## src/rtl/exec_output_arbiter.sv

```systemverilog
// exec_output_arbiter
//
// Arbitrates between four execution units that want to hand a result to the
// memory stage. It uses a round-robin grant and a one-entry output register.
// A unit sees its canGo_o bit in the same cycle as its request. Its record
// appears on the *ToMem_o outputs one clock later and stays there until
// memReady_i accepts it. When the memory stage accepts the held record and a
// new grant happens in the same cycle, the new record replaces the old one, so
// the arbiter sustains one record per cycle.
//
// Optional feature (macro EXEC_ARB_STALL_CNT_EN):
//   adds stallCount_o, a saturating count of cycles in which a record was
//   held but not accepted. Reset and flush_i both clear it.
//
// Ports
//   clk_i             in   clock, rising edge
//   reset_i           in   asynchronous active-low reset
//   valid_i[3:0]      in   per-unit request
//   executeVal_i      in   per-unit 64-bit result
//   executeCommands_i in   per-unit 10-bit command
//   executeTag_i      in   per-unit ROB tag
//   executeFlags_i    in   per-unit 4-bit flags
//   canGo_o[3:0]      out  one-hot grant, combinational
//   memReady_i        in   memory stage accepts the held record
//   flush_i           in   synchronous flush, drops the held record
//   dataToMem_o       out  held record: data
//   commandsToMem_o   out  held record: commands
//   tagToMem_o        out  held record: tag
//   flagsToMem_o      out  held record: flags
//   stallCount_o      out  stall cycle count (only with EXEC_ARB_STALL_CNT_EN)
//   valid_o           out  held record is valid

module exec_output_arbiter #(
  parameter int ROBsize    = 8,
  parameter int ROBsizeLog = $clog2(ROBsize + 1)
) (
  input  logic                       clk_i,
  input  logic                       reset_i,
  input  logic [3:0]                 valid_i,
  input  logic [3:0][63:0]           executeVal_i,
  input  logic [3:0][9:0]            executeCommands_i,
  input  logic [3:0][ROBsizeLog-1:0] executeTag_i,
  input  logic [3:0][3:0]            executeFlags_i,
  output logic [3:0]                 canGo_o,
  input  logic                       memReady_i,
  input  logic                       flush_i,
  output logic [63:0]                dataToMem_o,
  output logic [9:0]                 commandsToMem_o,
  output logic [ROBsizeLog-1:0]      tagToMem_o,
  output logic [3:0]                 flagsToMem_o,
`ifdef EXEC_ARB_STALL_CNT_EN
  output logic [15:0]                stallCount_o,
`endif
  output logic                       valid_o
);

  logic [1:0] rr_ptr;
  logic       load_ok;
  logic [3:0] grant;
  logic [1:0] grant_idx;
  logic [1:0] scan_idx;

  // Scan starts at rr_ptr and wraps around. Only the first valid unit wins.
  // Gating with reset_i keeps canGo_o low during reset, even while requesters
  // are still asserting valid_i.
  always_comb begin
    load_ok   = (!valid_o || memReady_i) && !flush_i;
    grant     = 4'b0000;
    grant_idx = 2'd0;
    scan_idx  = 2'd0;
    if (load_ok && reset_i) begin
      for (int i = 0; i < 4; i++) begin
        scan_idx = rr_ptr + 2'(i);
        if (valid_i[scan_idx] && (grant == 4'b0000)) begin
          grant[scan_idx] = 1'b1;
          grant_idx       = scan_idx;
        end
      end
    end
  end

  assign canGo_o = grant;

  // Every path that clears valid_o also clears the record fields. This is
  // what makes the outputs read zero whenever no record is held.
  always_ff @(posedge clk_i or negedge reset_i) begin
    if (!reset_i) begin
      valid_o         <= 1'b0;
      dataToMem_o     <= '0;
      commandsToMem_o <= '0;
      tagToMem_o      <= '0;
      flagsToMem_o    <= '0;
      rr_ptr          <= 2'd0;
    end else if (flush_i) begin
      valid_o         <= 1'b0;
      dataToMem_o     <= '0;
      commandsToMem_o <= '0;
      tagToMem_o      <= '0;
      flagsToMem_o    <= '0;
    end else if (grant != 4'b0000) begin
      valid_o         <= 1'b1;
      dataToMem_o     <= executeVal_i[grant_idx];
      commandsToMem_o <= executeCommands_i[grant_idx];
      tagToMem_o      <= executeTag_i[grant_idx];
      flagsToMem_o    <= executeFlags_i[grant_idx];
      rr_ptr          <= grant_idx + 2'd1;
    end else if (valid_o && memReady_i) begin
      valid_o         <= 1'b0;
      dataToMem_o     <= '0;
      commandsToMem_o <= '0;
      tagToMem_o      <= '0;
      flagsToMem_o    <= '0;
    end
  end

`ifdef EXEC_ARB_STALL_CNT_EN
  always_ff @(posedge clk_i or negedge reset_i) begin
    if (!reset_i) begin
      stallCount_o <= 16'h0000;
    end else if (flush_i) begin
      stallCount_o <= 16'h0000;
    end else if (valid_o && !memReady_i && (stallCount_o != 16'hFFFF)) begin
      stallCount_o <= stallCount_o + 16'h0001;
    end
  end
`endif

endmodule

```

## config.mk

```make
export PLATFORM = sky130hd
export DESIGN_NAME = exec_output_arbiter
export DESIGN_NICKNAME = d
export VERILOG_FILES = /design/src/rtl/exec_output_arbiter.sv
export SDC_FILE = /design/constraint.sdc
export NUM_CORES = 1
export LEC_CHECK = 0
export BUFFER_PORTS_ARGS = -buffer_cell sky130_fd_sc_hd__buf_2
export CORE_AREA = 2 2 163 165
export CTS_CLUSTER_SIZE = 28
export DETAILED_ROUTE_END_ITERATION = 10
export DIE_AREA = 0 0 165 167
export PLACE_DENSITY_LB_ADDON = 0.15
export SYNTH_ARGS = -nofsm -noshare
export SYNTH_HDL_FRONTEND = slang
export SYNTH_SLANG_ARGS = --single-unit
```

## constraint.sdc

```tcl
create_clock -name clk_i -period 4.8 [get_ports clk_i]
set_input_delay 1.44 -clock clk_i [delete_from_list [all_inputs] [get_ports clk_i]]
set_output_delay 1.44 -clock clk_i [all_outputs]
set_load 0.01 [all_outputs]
```

### Word level (Yosys, flattened, before mapping)

Cells that the tools add are included.

* register bits after elaboration: 85
* bits of input ports: 336
* output and inout port bits: 87
* word-level logic and storage cells: 93

* add/subtract/negate cells: 4
* magnitude comparators: 9
* multiplexer cells: 51
* bitwise operators: 4
* reductions and logical operators: 19

Operators by type and width (number)
* $mux 64: 4
* $bmux 64 s2: 1
* $mux 4: 15
* $mux 10: 4
* $bmux 10 s2: 1
* $bmux 4 s2: 2
* $lt 2x3->1 const B: 5
* $logic_not 4->1: 3
* $or 4x4->4: 3
* $mux 1: 11
* $logic_and 1x1->1: 10
* $mux 2: 5
* $bmux 1 s2: 4
* $demux 1 s2: 4
* $ge 2x1->1 const B: 4
* $add 2x1->2 const B: 2
* $add 2x2->2 const B: 2
* $reduce_bool 4->1: 1
* $reduce_bool 3->1: 1
* $logic_not 1->1: 2
* $reduce_and 2->1: 1
* $logic_or 1x1->1: 1
* $not 1->1: 1

### Longest topological paths before layout

Gate-level depths: netlist (run 1).

* word-level depth: 22
* gate-level depth with buffers: 14
* depth with buffers taken out: 10

### Least setup slack after synthesis (run 1)

Ideal clock, no wire load.

* path kind: input -> output
* from: input valid_i[3]
* to: output canGo_o[0]
* data arrival time: 3.178 ns
* required time: 3.360 ns
* setup slack: 0.182 ns
* stages: 7
* path buffers: 1
* path through: mux4_2 buf_6 a21bo_1 o211a_1 a222oi_1 nand3_1 a21oi_1

* longest elaborated chain between the ends: 16
* elaborated cells on any way between the ends: 25
* classes of those cells: mux (16); bitwise (3); reduce/logical (6)

RTL lines
* from (decl): RTL line 39 `input logic [3:0] valid_i,`
* $bmux 1 s2: RTL line 74 `if (valid_i[scan_idx] && (grant == 4'b0000)) begin`
* $mux 1 (not written as such): RTL line 74
* $mux 4: RTL line 74
* $mux 4: RTL line 71 `if (load_ok && reset_i) begin`
* $logic_not 4->1: RTL line 74
* $logic_and 1x1->1: RTL line 74
* $mux 4: RTL line 74
* $mux 4: RTL line 71
* $logic_not 4->1: RTL line 74
* $logic_and 1x1->1: RTL line 74
* $mux 4: RTL line 74
* $mux 4: RTL line 71
* $logic_not 4->1: RTL line 74
* $logic_and 1x1->1: RTL line 74
* $mux 4 (*): RTL line 74
* $mux 4 (*): RTL line 71
* to (decl): RTL line 44 `output logic [3:0] canGo_o,`

Every way passes the cells marked *; elsewhere a longest branch is shown, timed or not. The select of a mux whose other input is x is not followed.

### Worst setup path in the final report (run 1)

* from: input valid_i[3]
* to: output canGo_o[2]

The elaborated chain is that of the path after synthesis.

==> metrics.csv, run 1 <==
stage;metric;value;unit
status;status;finished, final reports clean;
drt;viasPerCell;4.64;
setup_path;worstSetupPathType;input port to primary output;
clock_network;cts.clk_slew.worst_paths;0.07;ns
yosys;muxShareOfSynthArea;0.268;
grt;use_met3;0.0336;
run;maxCapViolCount;0;
yosys;ys_ff_latch;85;
sta;hold_violations;0;
grt;antenna_found_initial;2;
sta;slew_headroom;0.547;
sta;grt_setup_unrepaired;true;
placed_design;place_congestion;0.836;
floorplan;io_pins;423;
floorplan;fp.dieH;167;microns
clock_network;cts_buffer_depth;2;
final_layout;drive_gt1_frac;0.593;
clock_network;clkSinkCount;85;
sta;fin_crit;4.74;ns
final_layout;instances_no_fill;1304;
floorplan;die_area;0.0276;sq mm
yosys;syn_inst;546;
final_layout;multi_input_area;0.00394;sq mm
setup_path;start_kind;input port;
clock_network;cts_tree;built;
grt;grt_pass1_wl;34200;microns
yosys;ys_top_cells_by_count;167 x mux2i_1, 85 x dfrtp_1, 84 x nand2_1;
drt;wl_per_cell;18.0;microns
yosys;synth_compound_area_frac;0.236;
setup_path;cp-end-kind;primary output;
power;irDropWorstVdd;0.239;mV
final_layout;seqCellArea;0.00213;sq mm
yosys;syn_area;0.00657;sq mm
sta;finalSetupViolations;0;
drt;detail-route-antenna-nets;0;
placed_design;port-buffer-count;422;
yosys;synth_nets;890;
grt;busiest_layer;met2;
yosys;synth_edf_count;0;
yosys;ys_warn_count;0;
placed_design;dp.cells;1287;
drt;via_count;6052;
yosys;synth_top_family_by_area;multiplexers;
power;p_leak;4.29;nW
clock_network;cts-root-buf;clkbuf_16;
clock_network;clk_latency;0.35;ns
setup_path;crit_arrival;3.30;ns
yosys;synth.largest_area_cell;dfrtp_1;
drt;initialDrtViolationCount;170;
yosys;ys_types;51;
sta;tns;0;ns
floorplan;core-area;0.0258;sq mm
yosys;synthXorXnorAreaFrac;0.00133;
grt;track_usage;0.162;
grt;grtUsageMet2;0.301;
clock_network;htree_levels;3;
setup_path;cp.required;3.36;ns
floorplan;start_util;0.255;
drt;drt_pass1_iterations;5;
sta;worstMarginPinSlew;0.679;ns
final_layout;fillers;2673;
clock_network;numCtsBuffers;9;
power;p_total;0.00506;W
floorplan;rows;59;
yosys;synth_ff_type;dfrtp_1;
yosys;ys_seq_area_frac;0.324;
sta;hold_ws;0.479;ns
sta;finalMaxSlewViolations;0;
grt;grt_max_degree;50;
yosys;async_flop_share;1.00;
sta;clock.fmax;211;MHz
yosys;synthAdderAreaFrac;0.0152;
sta;clock_skew;0.0105;ns
yosys;yosysTopAreaCellShare;0.324;
yosys;synth_area_leaders;dfrtp_1 32%, mux2i_1 25%, o221ai_2 19%;
yosys;synth_most_common_cell;mux2i_1;
placed_design;hpwl;18800;microns
final_layout;final_nets;1308;
grt;grt_overflow;0;
grt;use_met1;0.187;
drt;drc_errors;0;
final_layout;area_growth;41.6;%
power;p_per_area;544;mW/mm^2
yosys;synth_simple_gate_area_frac;0.0746;
hold_path;hold_class;flop to flop;
yosys;syn_area_per_cell;12.0;sq um
sta;final.period_utilization;0.988;
floorplan;die_w;165;microns
drt;drt_wl_total;23500;microns
setup_path;path_max_fanout;6;
grt;grt_pass1_vias;6091;
[area by class of cell]
| type | instances | share of cell area |
|---|---|---|
| diodes | 1 | 0.000269 |
| well taps | 335 | 0.0450 |
| clock buffers | 9 | 0.0242 |
| repair buffers | 455 | 0.272 |
| inverters | 5 | 0.00202 |
| clock inverters | 6 | 0.00511 |
| multi-input cells | 408 | 0.423 |
| flip-flops and latches | 85 | 0.228 |
[flip-flops by register name (all words and copies together) (netlist names)]
name	count
commandsToMem_o	10
flagsToMem_o	4
dataToMem_o	64
rr_ptr	2
valid_o	1
tagToMem_o	4
[routing by layer]
metal	wire length, microns	vias up
li1	-	2961
met1	9320	2806
met2	12100	267
met3	1760	16
met4	261	2
met5	13	-
[cell families (layout without fill, tap and decap cells)]
family / after synthesis / count (layout)
multiplexers: 171 / 171
other: 0 / 1
flip-flops: 85 / 85
buffers and inverters: 53 / 475
AO/OA/AOI/OAI: 120 / 120
XOR/XNOR: 1 / 1
adder cells (fa/ha/maj): 8 / 8
AND/OR/NAND/NOR: 108 / 108
[cells in the final DEF, fill, tap and decap left out, types with 2 or more instances in the layout]
master,synthesis,layout
a211oi_2,2,2
a21boi_2,2,2
a21oi_1,10,10
a222oi_1,2,2
buf_12,12,11
buf_2,11,417
buf_4,1,23
buf_6,14,3
clkbuf_16,0,9
clkinvlp_4,0,4
dfrtp_1,85,85
ha_1,8,8
inv_1,5,5
inv_6,0,2
mux2i_1,167,167
mux4_2,4,4
nand2_1,84,84
nand2_4,2,2
nand2b_1,3,3
nand3_1,2,2
nor2_1,4,4
o21ai_0,3,3
o21bai_1,3,3
o221a_2,2,2
o221ai_2,82,82
o31ai_2,2,2
or3_1,2,2
[worst paths after layout]
check	start	end	slack, ns	cells past startpoint
setup / recovery	valid_i[3]	canGo_o[2]	0.06	8
hold / removal	dataToMem_o[49]	dataToMem_o[49]	0.48	2
min in group asynchronous	reset_i	rr_ptr[0]	1.16	2
hold reg to reg	dataToMem_o[49]	dataToMem_o[49]	0.48	2
max in group asynchronous	reset_i	commandsToMem_o[4]	2.58	3
setup reg to reg	rr_ptr[0]	flagsToMem_o[1]	0.81	13
[report_power, final]
part / switching [W] / internal, W / leakage [nW]
clock network: 0.000320 / 0.000352 / 0.121
logic: 0.00184 / 0.00150 / 3.05
registers: 0.000103 / 0.000943 / 1.13
total: 0.00226 / 0.00280 / 4.29
[worst max-delay path, cell delays in order]
cell      delay (ns)
buf_8           0.10
mux4_2          0.52
a21bo_4         0.25
o211a_1         0.25
a222oi_1        0.33
nand3_1         0.13
a21oi_1         0.13
buf_2           0.15
[metrics by stage]
| step | util | worst slack, ns | area (sq um) |
|---|---|---|---|
| 2_1_floorplan | - | 0.182 | 6570 |
| 3_3_place_gp | 0.349 | 0.0379 | 8990 |
| 3_5_place_dp | 0.349 | 0.0232 | 8990 |
| 4_1_cts | 0.360 | 0.0177 | 9260 |
| 5_1_grt | 0.361 | -0.0454 | 9310 |
| 6_report | 0.361 | 0.0576 | 9310 |
[timing repair]
item	in CTS	in global routing
hold buffers	0	0
setup endpoints to repair	0	4
buffers inserted	0	1
gates resized for setup	0	12
Power figures use the tool's default switching activity.
==> run 2: changes to the inputs <==
GPL_TIMING_DRIVEN = 0   (was not set)
==> run 2 against run 1 <==
  * The run now ends with negative setup slack left
  * Final area is 3.7% higher
  * Maximum frequency fell by 2.9%
  * Critical endpoint is now canGo_o[3]
  * Largest cell class unchanged
  * Worst setup slack got worse by 0.14 ns
==> metrics.csv, run 2 (synthesized netlist as in run 1, its figures left out) <==
stage;metric;value;unit
setup_path;start_kind;input port;
drt;drt_wl_total;26400;microns
power;p_leak;4.40;nW
floorplan;die_area;0.0276;sq mm
setup_path;cp.required;3.36;ns
setup_path;r2r-start;rr_ptr[0];
placed_design;place_congestion;0.851;
clock_network;ctsHoldBuffers;0;
setup_path;crit_arrival;3.44;ns
placed_design;port-buffer-count;422;
final_layout;largest_register_ffs;64;
floorplan;io_pins;423;
sta;hold_ws;0.480;ns
final_layout;reg_top3;dataToMem_o x64, commandsToMem_o x10;
clock_network;numCtsBuffers;9;
drt;drt_pass1_iterations;4;
sta;hold_violations;0;
sta;grt_setup_unrepaired;true;
run;maxCapViolCount;0;
drt;viasPerCell;4.72;
final_layout;final_nets;1341;
final_layout;layout_common_cells;427 x buf_2, 167 x mux2i_1, 84 x nand2_1, 84 x dfrtp_1, 82 x o221ai_2;
sta;clock.fmax;205;MHz
drt;wl_per_cell;19.7;microns
sta;finalMaxSlewViolations;0;
placed_design;dp.cells;1304;
setup_path;r2r.worst_path.cells;16;
clock_network;clkSinkCount;85;
sta;finalSetupViolations;4;
grt;antenna_found_initial;1;
setup_path;r2r-end;flagsToMem_o[2];
sta;clock_skew;0.0145;ns
final_layout;area_growth;46.9;%
drt;via_count;6312;
sta;layout_setup_ws;-0.0850;ns
clock_network;cts_buffer_depth;2;
final_layout;instances_no_fill;1337;
sta;final.period_utilization;1.02;
clock_network;htree_levels;3;
floorplan;rows;59;
final_layout;largest_register;dataToMem_o;
drt;drc_errors;0;
clock_network;cts_tree;built;
hold_path;hold_class;flop to flop;
setup_path;cp-end-kind;primary output;
grt;track_usage;0.182;
drt;detail-route-antenna-nets;0;
sta;fin_crit;4.88;ns
clock_network;cts.clk_slew.worst_paths;0.06;ns
grt;grt_max_degree;56;
power;p_total;0.00549;W
grt;grt_pass1_vias;6356;
power;irDropWorstVdd;0.163;mV
power;p_per_area;568;mW/mm^2
floorplan;start_util;0.255;
placed_design;pre_cts_ws;-0.170;ns
setup_path;rrSetupSlack;0.42;ns
floorplan;die_w;165;microns
status;status;complete, but fails checks;
clock_network;cts-root-buf;clkbuf_16;
setup_path;path_max_fanout;5;
status;violations;negative setup slack;
sta;worstMarginPinSlew;0.720;ns
hold_path;hold_depth;2;
placed_design;hpwl;20900;microns
hold_path;min_to;dataToMem_o[0];
final_layout;layout_commonest_cell;buf_2;
clock_network;clk_latency;0.35;ns
floorplan;core-area;0.0258;sq mm
hold_path;min_from;dataToMem_o[0];
drt;initialDrtViolationCount;190;
final_layout;drive_gt1_frac;0.608;
sta;slew_headroom;0.520;
grt;grt_pass1_wl;37500;microns
floorplan;fp.dieH;167;microns
setup_path;worstSetupPathType;input port to primary output;
grt;grt_overflow;0;
==> run 2: cell types whose count changed in the layout (fill, tap and decap cells not counted), moves of 4 or more <==
cell      change
buf_6        +15
buf_2        +10
clkbuf_1      +8
buf_4         -4
==> run 2: what timing repair did <==
action | CTS | global route
gates cloned | 0 | 0
endpoints found under the setup margin | 4 | 4
pin swaps | 6 | 16
gates resized for setup | 16 | 12
endpoints found under the hold margin | 0 | 0
buffers inserted | 7 | 10
==> run 2: worst max path at each step <==
| stage | startpoint | to | slack (ns) |
|---|---|---|---|
| 6_report | valid_i[3] | canGo_o[3] | -0.08 |
| 5_1_grt | valid_i[3] | canGo_o[0] | -0.15 |
| 4_1_cts | valid_i[3] | canGo_o[2] | -0.06 |
| 3_5_place_dp | valid_i[3] | canGo_o[0] | -0.17 |
| 3_3_place_gp | reset_i | canGo_o[1] | -1.08 |
| 2_1_floorplan | valid_i[3] | canGo_o[0] | 0.18 |
==> run 2: area by class of cell <==
cell class | count | area, sq um
Antenna cell | 1 | 2.50
Buffer | 48 | 519
Clock buffer | 9 | 225
Clock inverter | 6 | 48.8
Fill cell | 2673 | 16100
Inverter | 5 | 22.5
Multi-Input combinational cell | 408 | 3990
Sequential cell | 85 | 2130
Tap cell | 335 | 419
Timing Repair Buffer | 440 | 2300
==> run 2: power breakdown <==
part           switching, W  internal (W)  leakage, nW
sequential         0.000118      0.000943         1.13
clock              0.000324      0.000352        0.124
combinational       0.00205       0.00170         3.15
total               0.00250       0.00299         4.40
==> run 2: critical path, cell delays in order <==
cell,delay [ns]
buf_8,0.10
mux4_2,0.49
buf_6,0.14
a21bo_4,0.21
buf_4,0.14
buf_4,0.13
o21ai_4,0.20
o31ai_4,0.13
o31ai_4,0.28
buf_2,0.18
==> run 2: metal layers <==
metal / GRT usage / share of wire / vias to the layer above
li1: - / - / 3040
met1: 0.216 / 0.40 / 2958
met2: 0.328 / 0.51 / 292
met3: 0.0396 / 0.070 / 22
met4: 0.0476 / 0.018 / 0
met5: 0 / 0 / -
==> run 2: through the flow <==
| step | area, sq um | setup TNS [ns] | utilization |
|---|---|---|---|
| final | 9660 | -0.219 | 0.375 |
| after floorplan | 6570 | 0 | - |
| after detailed placement | 9130 | -1.42 | 0.355 |
| after CTS | 9520 | -0.103 | 0.370 |
| after global routing | 9660 | -0.538 | 0.375 |
| after global placement | 9100 | -67.57 | 0.353 |
==> run 3: changes to the inputs <==
CELL_PAD_IN_SITES_DETAIL_PLACEMENT = 1   (was not set)
CELL_PAD_IN_SITES_GLOBAL_PLACEMENT = 2   (was not set)
CORE_AREA = 2 2 166 168   (was 2 2 163 165)
DIE_AREA = 0 0 168 170   (was 0 0 165 167)
TNS_END_PERCENT = 30   (was not set)
==> run 3 against run 2 <==
  * Highest routed layer unchanged
  * Clock-buffer cell count up 1
  * The flow now finishes without violations
  * Critical path type unchanged
  * Critical endpoint is now canGo_o[0]
  * Non-clock buffer count is 6 lower
  * Sequential share of layout area up 0.12 points
==> metrics.csv, run 3 (synthesized netlist as in run 1, its figures left out) <==
stage;metric;value;unit
clock_network;cts.clk_slew.worst_paths;0.07;ns
setup_path;cp-end-kind;primary output;
clock_network;clk_latency;0.35;ns
setup_path;path_max_fanout;7;
sta;finalMaxSlewViolations;0;
final_layout;largest_register;dataToMem_o;
drt;viasPerCell;4.71;
sta;final.period_utilization;0.990;
final_layout;largest_register_ffs;64;
drt;wl_per_cell;21.4;microns
clock_network;cts_tree;built;
grt;grt_pass1_vias;6843;
grt;antenna_found_initial;1;
final_layout;reg_top3;dataToMem_o x64, commandsToMem_o x10;
drt;drt_wl_total;28700;microns
drt;via_count;6300;
run;maxCapViolCount;0;
setup_path;rrSetupSlack;0.62;ns
status;status;finished, final reports clean;
setup_path;r2r-end;dataToMem_o[47];
floorplan;fp.dieH;170;microns
grt;track_usage;0.196;
clock_network;clkSinkCount;85;
clock_network;cts_buffer_depth;2;
grt;grt_max_degree;59;
sta;fin_crit;4.75;ns
setup_path;crit_arrival;3.31;ns
sta;worstMarginPinSlew;0.583;ns
power;power.internal;0.00299;W
floorplan;rows;60;
final_layout;area_growth;46.1;%
sta;clock_skew;0.0114;ns
final_layout;drive_gt1_frac;0.603;
floorplan;core-area;0.0267;sq mm
floorplan;die_area;0.0286;sq mm
hold_path;hold_class;flop to flop;
sta;finalSetupViolations;0;
setup_path;cp.required;3.36;ns
final_layout;final_nets;1335;
power;p_total;0.00546;W
floorplan;start_util;0.247;
setup_path;r2r-start;rr_ptr[1];
power;p_per_area;569;mW/mm^2
setup_path;worstSetupPathType;input port to primary output;
grt;grt_pass1_wl;42300;microns
power;irDropWorstVdd;0.178;mV
power;p_leak;4.40;nW
clock_network;numCtsBuffers;9;
power;power_frac_clock;0.129;
power;p_seq_frac;0.193;
setup_path;crit_start;valid_i[2];
placed_design;port-buffer-count;422;
grt;grt_overflow;0;
sta;hold_ws;0.483;ns
setup_path;r2r.worst_path.cells;13;
drt;detail-route-antenna-nets;0;
sta;grt_setup_unrepaired;true;
setup_path;endpoint;canGo_o[0];
drt;drc_errors;0;
placed_design;hpwl;23200;microns
final_layout;layout_commonest_cell;buf_2;
clock_network;htree_levels;3;
clock_network;ctsHoldBuffers;0;
drt;initialDrtViolationCount;199;
power;p_sw;0.00247;W
sta;clock.fmax;211;MHz
power;swShare;0.452;
sta;slew_headroom;0.611;
clock_network;cts-root-buf;clkbuf_16;
sta;hold_violations;0;
power;combPwrFrac;0.678;
placed_design;place_congestion;0.799;
setup_path;start_kind;input port;
floorplan;die_w;168;microns
final_layout;layout_common_cells;427 x buf_2, 167 x mux2i_1, 84 x nand2_1, 84 x dfrtp_1, 82 x o221ai_2;
drt;drt_pass1_iterations;4;
floorplan;io_pins;423;
## run 3: changes by cell type in the layout (fill, tap and decap cells not counted), moves of 2 or more
cell        change
clkinv_4        -2
a21oi_2         -2
clkinvlp_4      -2
clkinv_2        +3
a21oi_1         +2
buf_4           -5
## run 3: stage by stage
step	std cells	TNS, ns	utilization	cell area [sq um]	setup slack [ns]
finish	1337	0	0.360	9600	0.0502
global route	1337	-0.0905	0.360	9600	-0.0437
CTS	1333	-0.0143	0.359	9560	-0.00989
detailed placement	1310	-0.417	0.343	9140	-0.176
global placement	1309	-75.87	0.342	9110	-1.15
floorplan	546	0	-	6570	0.182
## run 3: critical path, cell delays in order
cell and delay (ns):
buf_6 0.10, mux4_2 0.53, a21boi_4 0.21, a221oi_4 0.38, and4_4 0.28, nand3_1 0.07, a21oi_1 0.14, buf_2 0.15
## run 3: final cells by class
| type | instances | area [sq um] |
|---|---|---|
| diodes | 1 | 2.50 |
| plain buffers | 47 | 508 |
| clock buffers | 10 | 229 |
| clock inverters | 5 | 52.6 |
| fillers | 3152 | 17000 |
| inverters | 5 | 22.5 |
| multi-input cells | 408 | 3970 |
| flip-flops and latches | 85 | 2130 |
| well taps | 341 | 427 |
| repair buffers | 435 | 2260 |
## run 3: power by group through the flow
stage,sequential [W],clock [W],combinational (W)
2_1_floorplan,0.00115,0,0.00244
3_3_place_gp,0.00106,0,0.00361
3_5_place_dp,0.00107,0,0.00362
5_1_grt,0.00108,0.000760,0.00401
6_report,0.00105,0.000706,0.00370
4_1_cts,0.00106,0.000736,0.00375
## run 3: what timing repair did
| item | 4_1_cts | 5_1_grt |
|---|---|---|
| pin swaps | 9 | 7 |
| setup endpoints to repair | 4 | 4 |
| setup buffers | 8 | 4 |
| gates resized for setup | 19 | 6 |
## run 3: how the worst min path moves through the flow
stage	startpoint	endpoint	slack, ns	depth (start not counted)
finish	dataToMem_o[25]	dataToMem_o[25]	0.48	2
global route	commandsToMem_o[1]	commandsToMem_o[1]	0.50	2
CTS	commandsToMem_o[6]	commandsToMem_o[6]	0.49	2
detailed placement	dataToMem_o[44]	dataToMem_o[44]	0.47	2
global placement	commandsToMem_o[1]	commandsToMem_o[1]	0.46	2
floorplan	dataToMem_o[55]	dataToMem_o[55]	0.53	2
## run 3: layer usage
| layer | share of wire | vias up | track usage |
|---|---|---|---|
| li1 | - | 3010 | - |
| met1 | 0.40 | 3029 | 0.233 |
| met2 | 0.52 | 244 | 0.361 |
| met3 | 0.065 | 17 | 0.0456 |
| met4 | 0.0096 | 0 | 0.0367 |
| met5 | 0 | - | 0 |
